## config.mk

```make
export PLATFORM = sky130hd
export DESIGN_NAME = pipelined_cpu16
export DESIGN_NICKNAME = d
export VERILOG_FILES = /design/src/rtl/cpu16_pkg.sv /design/src/rtl/cpu16_alu.sv /design/src/rtl/pipelined_cpu16.sv
export SDC_FILE = /design/constraint.sdc
export NUM_CORES = 1
export LEC_CHECK = 0
export CORE_UTILIZATION = 24
export DETAILED_ROUTE_END_ITERATION = 6
export DONT_BUFFER_PORTS = 1
export GPL_ROUTABILITY_DRIVEN = 0
export PLACE_DENSITY = 0.39
export SETUP_SLACK_MARGIN = 0.05
export SLEW_MARGIN = 25
export SYNTH_ARGS = -nofsm -noshare
export SYNTH_HDL_FRONTEND = slang
export SYNTH_SLANG_ARGS = --single-unit
```

## constraint.sdc

```tcl
create_clock -name clock -period 9 [get_ports clock]
set_clock_uncertainty 0.05 [all_clocks]
set_input_delay 1.35 -clock clock [delete_from_list [all_inputs] [get_ports clock]]
set_output_delay 1.35 -clock clock [all_outputs]
set_load 0.05 [all_outputs]
```

## src/rtl/cpu16_pkg.sv

```systemverilog
`default_nettype none
// ============================================================================
//  Module      : cpu16_pkg
//  Description : Opcode encodings, flag bit indices, controller state type and
//                instruction-class helpers shared by the 16-bit pipelined core.
//  Revision    : 1.0  initial release
// ============================================================================
package cpu16_pkg;

  // 5-bit opcodes, instruction bits [15:11]
  localparam logic [4:0] NOP   = 5'b00000;
  localparam logic [4:0] HALT  = 5'b00001;
  localparam logic [4:0] LOAD  = 5'b00010;
  localparam logic [4:0] STORE = 5'b00011;
  localparam logic [4:0] SLL   = 5'b00100;
  localparam logic [4:0] SLA   = 5'b00101;
  localparam logic [4:0] SRL   = 5'b00110;
  localparam logic [4:0] SRA   = 5'b00111;
  localparam logic [4:0] ADD   = 5'b01000;
  localparam logic [4:0] ADDI  = 5'b01001;
  localparam logic [4:0] SUB   = 5'b01010;
  localparam logic [4:0] SUBI  = 5'b01011;
  localparam logic [4:0] CMP   = 5'b01100;
  localparam logic [4:0] AND   = 5'b01101;
  localparam logic [4:0] OR    = 5'b01110;
  localparam logic [4:0] XOR   = 5'b01111;
  localparam logic [4:0] LDIH  = 5'b10000;
  localparam logic [4:0] ADDC  = 5'b10001;
  localparam logic [4:0] SUBC  = 5'b10010;
  localparam logic [4:0] JUMP  = 5'b11000;
  localparam logic [4:0] JMPR  = 5'b11001;
  localparam logic [4:0] BZ    = 5'b11010;
  localparam logic [4:0] BNZ   = 5'b11011;
  localparam logic [4:0] BN    = 5'b11100;
  localparam logic [4:0] BNN   = 5'b11101;
  localparam logic [4:0] BC    = 5'b11110;
  localparam logic [4:0] BNC   = 5'b11111;

  // Flag register bit positions
  localparam int CF = 0;
  localparam int ZF = 1;
  localparam int NF = 2;

  typedef enum logic {
    S_IDLE = 1'b0,
    S_EXEC = 1'b1
  } state_t;

  // Shifts, arithmetic/logic ops and LDIH: these update zf/nf
  function automatic logic is_alu(input logic [4:0] op);
    return ((op >= SLL) && (op <= XOR)) || ((op >= LDIH) && (op <= SUBC));
  endfunction

  // Instructions that write gr[r1] in WB
  function automatic logic writes_reg(input logic [4:0] op);
    return (is_alu(op) && (op != CMP)) || (op == LOAD);
  endfunction

endpackage
`default_nettype wire

```

## src/rtl/cpu16_alu.sv

```systemverilog
`default_nettype none
// ============================================================================
//  Module      : cpu16_alu
//  Description : Combinational ALU for the EX stage. Carry-out is a real carry
//                for adds and a borrow for subtracts; other ops pass cf_in.
//  Revision    : 1.0  initial release
// ============================================================================
module cpu16_alu
  import cpu16_pkg::*;
(
  input  logic [4:0]  op,
  input  logic [15:0] reg_A,
  input  logic [15:0] reg_B,
  input  logic        cf_in,
  output logic [15:0] result,
  output logic        cf_out
);

  logic [16:0] wide;

  // Result and carry selection by opcode; address/target ops fall to the adder
  always_comb begin
    wide   = 17'd0;
    result = reg_A + reg_B;
    cf_out = cf_in;
    case (op)
      ADD, ADDI: begin
        wide   = {1'b0, reg_A} + {1'b0, reg_B};
        result = wide[15:0];
        cf_out = wide[16];
      end
      ADDC: begin
        wide   = {1'b0, reg_A} + {1'b0, reg_B} + {16'd0, cf_in};
        result = wide[15:0];
        cf_out = wide[16];
      end
      SUB, SUBI, CMP: begin
        wide   = {1'b0, reg_A} - {1'b0, reg_B};
        result = wide[15:0];
        cf_out = wide[16];
      end
      SUBC: begin
        wide   = {1'b0, reg_A} - {1'b0, reg_B} - {16'd0, cf_in};
        result = wide[15:0];
        cf_out = wide[16];
      end
      SLL, SLA: result = reg_A << reg_B[3:0];
      SRL:      result = reg_A >> reg_B[3:0];
      SRA:      result = $unsigned($signed(reg_A) >>> reg_B[3:0]);
      AND:      result = reg_A & reg_B;
      OR:       result = reg_A | reg_B;
      XOR:      result = reg_A ^ reg_B;
      default:  result = reg_A + reg_B;
    endcase
  end

endmodule
`default_nettype wire

```

## src/rtl/pipelined_cpu16.sv

```systemverilog
`default_nettype none
// ============================================================================
//  Module      : pipelined_cpu16
//  Description : 5-stage in-order 16-bit core, 8 GPRs, 3-bit flags. No hazard
//                detection, forwarding or flushing: software pads with NOPs.
//  Revision    : 1.0  initial release
// ============================================================================
module pipelined_cpu16
  import cpu16_pkg::*;
(
  input  logic        clock,
  input  logic        reset,
  input  logic        enable,
  input  logic        start,
  input  logic [15:0] i_datain,
  input  logic [15:0] d_datain,
  output logic [7:0]  i_addr,
  output logic [7:0]  d_addr,
  output logic [15:0] d_dataout,
  output logic        d_we
);

  state_t      state, state_next;
  logic [7:0]  pc;
  logic [15:0] id_ir, ex_ir, mem_ir, wb_ir;
  logic [15:0] reg_A, reg_B, reg_C, reg_C1;
  logic [15:0] smdr, smdr_mem;
  logic [15:0] gr [0:7];
  logic [2:0]  flag;

  logic [15:0] op_a, op_b, alu_result;
  logic        alu_cf, taken, advance;

  wire [4:0] id_op  = id_ir[15:11];
  wire [2:0] id_r1  = id_ir[10:8];
  wire [2:0] id_r2  = id_ir[6:4];
  wire [2:0] id_r3  = id_ir[2:0];
  wire [3:0] id_v3  = id_ir[3:0];
  wire [7:0] id_imm = id_ir[7:0];
  wire [4:0] ex_op  = ex_ir[15:11];
  wire [4:0] mem_op = mem_ir[15:11];
  wire [4:0] wb_op  = wb_ir[15:11];
  wire [2:0] wb_r1  = wb_ir[10:8];

  // Only opcode/r1 fields are needed past ID
  wire unused_ir_bits = ^{ex_ir[10:0], mem_ir[10:0], wb_ir[7:0]};

  assign advance   = enable && (state == S_EXEC);
  assign i_addr    = pc;
  assign d_addr    = reg_C[7:0];
  assign d_dataout = smdr_mem;
  assign d_we      = (mem_op == STORE) && (state == S_EXEC);

  cpu16_alu u_alu (
    .op     (ex_op),
    .reg_A  (reg_A),
    .reg_B  (reg_B),
    .cf_in  (flag[CF]),
    .result (alu_result),
    .cf_out (alu_cf)
  );

  // Controller state register; enable low freezes it
  always_ff @(posedge clock or posedge reset) begin
    if (reset)       state <= S_IDLE;
    else if (enable) state <= state_next;
  end

  // Controller next state: start launches, HALT in WB stops
  always_comb begin
    state_next = state;
    case (state)
      S_IDLE:  if (start) state_next = S_EXEC;
      S_EXEC:  if (wb_op == HALT) state_next = S_IDLE;
      default: state_next = S_IDLE;
    endcase
  end

  // ID operand selection by instruction class
  always_comb begin
    op_a = 16'h0000;
    op_b = 16'h0000;
    case (id_op)
      ADD, SUB, CMP, AND, OR, XOR, ADDC, SUBC: begin
        op_a = gr[id_r2];
        op_b = gr[id_r3];
      end
      ADDI, SUBI: begin
        op_a = gr[id_r1];
        op_b = {8'h00, id_imm};
      end
      LDIH: begin
        op_a = gr[id_r1];
        op_b = {id_imm, 8'h00};
      end
      SLL, SLA, SRL, SRA, LOAD, STORE: begin
        op_a = gr[id_r2];
        op_b = {12'h000, id_v3};
      end
      JUMP: op_b = {8'h00, id_imm};
      JMPR, BZ, BNZ, BN, BNN, BC, BNC: begin
        op_a = gr[id_r1];
        op_b = {8'h00, id_imm};
      end
      default: ;
    endcase
  end

  // Branch decision from the instruction in MEM against the current flags
  always_comb begin
    taken = 1'b0;
    case (mem_op)
      JUMP, JMPR: taken = 1'b1;
      BZ:         taken = flag[ZF];
      BNZ:        taken = !flag[ZF];
      BN:         taken = flag[NF];
      BNN:        taken = !flag[NF];
      BC:         taken = flag[CF];
      BNC:        taken = !flag[CF];
      default:    taken = 1'b0;
    endcase
  end

  // Pipeline registers, pc and flags advance together only while executing
  always_ff @(posedge clock or posedge reset) begin
    if (reset) begin
      pc       <= 8'h00;
      id_ir    <= 16'h0000;
      ex_ir    <= 16'h0000;
      mem_ir   <= 16'h0000;
      wb_ir    <= 16'h0000;
      reg_A    <= 16'h0000;
      reg_B    <= 16'h0000;
      reg_C    <= 16'h0000;
      reg_C1   <= 16'h0000;
      smdr     <= 16'h0000;
      smdr_mem <= 16'h0000;
      flag     <= 3'b000;
    end else if (advance) begin
      pc       <= taken ? reg_C[7:0] : pc + 8'd1;
      id_ir    <= i_datain;
      ex_ir    <= id_ir;
      smdr     <= gr[id_r1];
      reg_A    <= op_a;
      reg_B    <= op_b;
      mem_ir   <= ex_ir;
      reg_C    <= alu_result;
      smdr_mem <= smdr;
      wb_ir    <= mem_ir;
      reg_C1   <= (mem_op == LOAD) ? d_datain : reg_C;
      if (is_alu(ex_op)) begin
        flag[ZF] <= (alu_result == 16'h0000);
        flag[NF] <= alu_result[15];
        flag[CF] <= alu_cf;
      end
    end
  end

  // Register file write-back; no bypass to the same-cycle ID read
  always_ff @(posedge clock or posedge reset) begin
    if (reset) begin
      for (int i = 0; i < 8; i++) gr[i] <= 16'h0000;
    end else if (advance && writes_reg(wb_op)) begin
      gr[wb_r1] <= reg_C1;
    end
  end

endmodule
`default_nettype wire

```

==> summary.md <==
| Metric | Value |
|---|---|
| I/O Buffers | `0` |
| # DRC | `0` |
| Total negative slack | `0 ps` |
| Status | `finished clean` |
| Crit-path slowest cell | `ha_1` |
| Asr flop ratio synth | `100%` |
| Cts repair resizes | `0` |
| Slew HR | `29.3%` |
| Max Root-Sink Buffers | `3` |
| Avg Cell Area, Syn | `10.1 µm²` |
| Critical Path Source Type | `register` |
| CTS sink count | `276` |
| Number of flops mapped to enable cells by yosys | `0` |
| Endpoints failing setup | `0` |
| Wire length per cell | `24.3 µm` |
| Commonest non-fill, non-tap cell in the layout | `nand2_1` |
| Grt ovf | `0` |
| CP Data Arrival Time | `5660 ps` |
| Synth Cell Area | `0.0196 mm²` |
| FMAX | `190 MHz` |
| Hold Path Class | `register to register` |
| Sequential Power Share | `29.8%` |
| Post-synthesis sequential area ratio | `35.3%` |
| P_sw | `4.28 mW` |
| I/O pin cnt | `69` |
| Row Count | `104` |
| CORE AREA | `0.0805 mm²` |
| Total number of vias | `15700` |
| Final Slew Violations | `0` |
| Final Hold Viols | `0` |
| Share of cells above drive strength 1 | `21.5%` |
| LEAKAGE | `8.86 nW` |
| CP endpoint kind | `register` |
| Comb pwr share | `54.7%` |
| Die Width | `287 µm` |
| Synth-to-layout area growth | `11.2%` |
| Post-CTS Setup Inserts | `0` |
| Min Hold Slack | `405 ps` |
| CTS Root Cell | `clkbuf_16` |
| Crit path time final | `5250 ps` |
| Worst slew pin tran | `1050 ps` |
| Period utilization | `58.4%` |
| Die area | `0.0826 mm²` |
| Worst Path Required | `9410 ps` |
| Synth cell types | `98` |
| Initial DRC count | `1427` |
| DR pass1 iterations | `7` |
| Slowest stage delay, CP | `660 ps` |
| Routed WL | `71700 µm` |
| Sw Ratio | `48.9%` |
| Reg clk slew, reported paths | `60 ps` |
| Fin worst setup slack | `3750 ps` |
| Worst path cell trace | `buf_4, inv_1, ha_1, a211o_1, a2111oi_0, a221oi_2, a2111oi_0, o211ai_1, a211oi_1, nand4bb_1, nor4_2, nand4_1, o31ai_2` |
| Pwr/cell area | `402 mW/mm²` |
| Post-CTS Hold Buffers | `0` |
| Syn. warnings | `0` |
| Height of the die | `287 µm` |
| Detail Route Antenna Nets | `0` |
| CTS tree | `done` |
| Starting density of the core | `24.3%` |
| H-tree depth | `2` |
| Int Pwr | `4.47 mW` |
| Worst skew pair latency | `560 ps` |
| First-pass GRT wire length | `108000 µm` |
| Mapped Cells | `1929` |
| Crit path kind | `register to register` |
| Most frequent cell on the critical path | `a2111oi_0` |
| Most frequent cells in the layout | `nand2_1, dfrtp_1, mux2_2, mux4_2, o21ai_0` |
| Clock power share | `15.5%` |
| RSZ-0062 raised after global routing | `false` |
| CTS buffer count | `34` |
| Yosys reg bits | `276` |
| Post-Syn Nets | `2021` |
| Vias in the first global route | `15600` |
| Final nets | `1955` |
| Via density | `5.32` |
| GR Util All Layers | `17.4%` |
| Crit path max fanout | `39` |
| Max VDD drop | `0.000166 V` |
| # Max-Cap Violations | `0` |
| Final HPWL DP | `51000 µm` |
| Dominant synthesized flop cell | `dfrtp_1` |
| Largest net degree at the start of global routing | `141` |
| Pre-CTS setup slack | `3830 ps` |
| Antenna violations before repair | `4` |
-- cells by family after synthesis --
family                   Yosys count  share of synthesized area (%)
AND/OR/NAND/NOR                  597                           14.7
AO/OA/AOI/OAI                    414                           13.9
multiplexers                     346                           26.3
flip-flops                       276                           35.3
buffers and inverters            205                           4.37
adder cells (fa/ha/maj)           56                           3.66
XOR/XNOR                          35                           1.71
-- per-layer routing --
layer  vias up  track usage [%]  routed length [µm]
met5         -                0                  37
met4         6             5.39                2210
met3       131             2.83                3770
met2       469             27.9               33400
met1      8051             23.9               32300
li1       7029                -                   -
-- path summary, 6_finish.rpt --
check                                startpoint                     to  slack, ps  cells after the start
hold reg to reg            ex_ir[8]$_DFFE_PP0P_  mem_ir[8]$_DFFE_PP0P_        400                      2
hold / removal             ex_ir[8]$_DFFE_PP0P_  mem_ir[8]$_DFFE_PP0P_        400                      2
max in group asynchronous                 reset   id_ir[0]$_DFFE_PP0P_       6420                      3
min in group asynchronous                 reset   ex_ir[8]$_DFFE_PP0P_        750                      2
setup reg to reg           reg_B[2]$_DFFE_PP0P_    flag[1]$_DFFE_PP0P_       3750                     13
setup / recovery           reg_B[2]$_DFFE_PP0P_    flag[1]$_DFFE_PP0P_       3750                     13
-- through the flow --
stage          power, mW  utilization, %  instances  cell area (µm²)
4_1_cts             8.76            27.0       2947            21700
6_report            8.74            27.0       2948            21700
3_5_place_dp        7.36            25.6       2887            20600
5_1_grt             9.31            27.0       2947            21700
3_3_place_gp        7.34            25.6       2887            20600
2_1_floorplan       5.86               -       1929            19600
-- synthesized netlist by cell type, drive strengths merged (12+ instances only) --
library cell / count / area share [%]
nand2: 289 / 5.5
dfrtp: 276 / 35
mux2: 138 / 7.9
o21ai: 126 / 3.2
mux4: 120 / 14
clkbuf: 100 / 1.9
nor2: 90 / 1.8
mux2i: 88 / 4.5
a21oi: 81 / 2.1
inv: 59 / 1.1
ha: 54 / 3.5
buf: 45 / 1.3
a211oi: 35 / 1.5
o22ai: 31 / 0.99
nand3: 28 / 0.72
nor3: 28 / 0.72
nor2b: 21 / 0.67
nand2b: 17 / 0.54
o211ai: 17 / 0.65
xnor2: 17 / 0.76
nor4: 16 / 0.62
xor2: 16 / 0.72
nand4: 15 / 0.48
a211o: 13 / 0.58
and2: 13 / 0.42
or2: 12 / 0.38
-- state kept, by name, summed over array words and instances, names as in the netlist --
name	cells
d_dataout	16
ex_ir	8
flag	3
gr	128
i_addr	8
id_ir	16
mem_ir	8
reg_A	16
reg_B	16
reg_C	16
reg_C1	16
smdr	16
state	1
wb_ir	8
-- critical path, delay by kind of cell, from the launching register on --
kind            cells  cell delay, ps
buf+inv             2             780
compound gates      7            2720
fa+ha+maj           1             660
flops               1             320
simple gates        3             620
-- power by group through the flow --
| stage | Clock [mW] | Combinational (mW) | Sequential [mW] |
|---|---|---|---|
| finish | 1.36 | 4.78 | 2.61 |
| global route | 1.45 | 5.17 | 2.69 |
| CTS | 1.40 | 4.75 | 2.61 |
| detailed placement | 0 | 4.74 | 2.63 |
| global placement | 0 | 4.74 | 2.60 |
| floorplan | 0 | 3.61 | 2.25 |
-- layout make-up --
| cell class | count | area (µm²) |
|---|---|---|
| inverters | 60 | 229 |
| multi-input cells | 1448 | 11800 |
| fillers | 8383 | 58800 |
| well taps | 1060 | 1330 |
| flip-flops and latches | 276 | 6920 |
| clock buffers | 48 | 973 |
| diodes | 1 | 2.50 |
| repair buffers | 43 | 335 |
| clock inverters | 12 | 110 |
No activity file was read; power rests on OpenSTA's default activity.
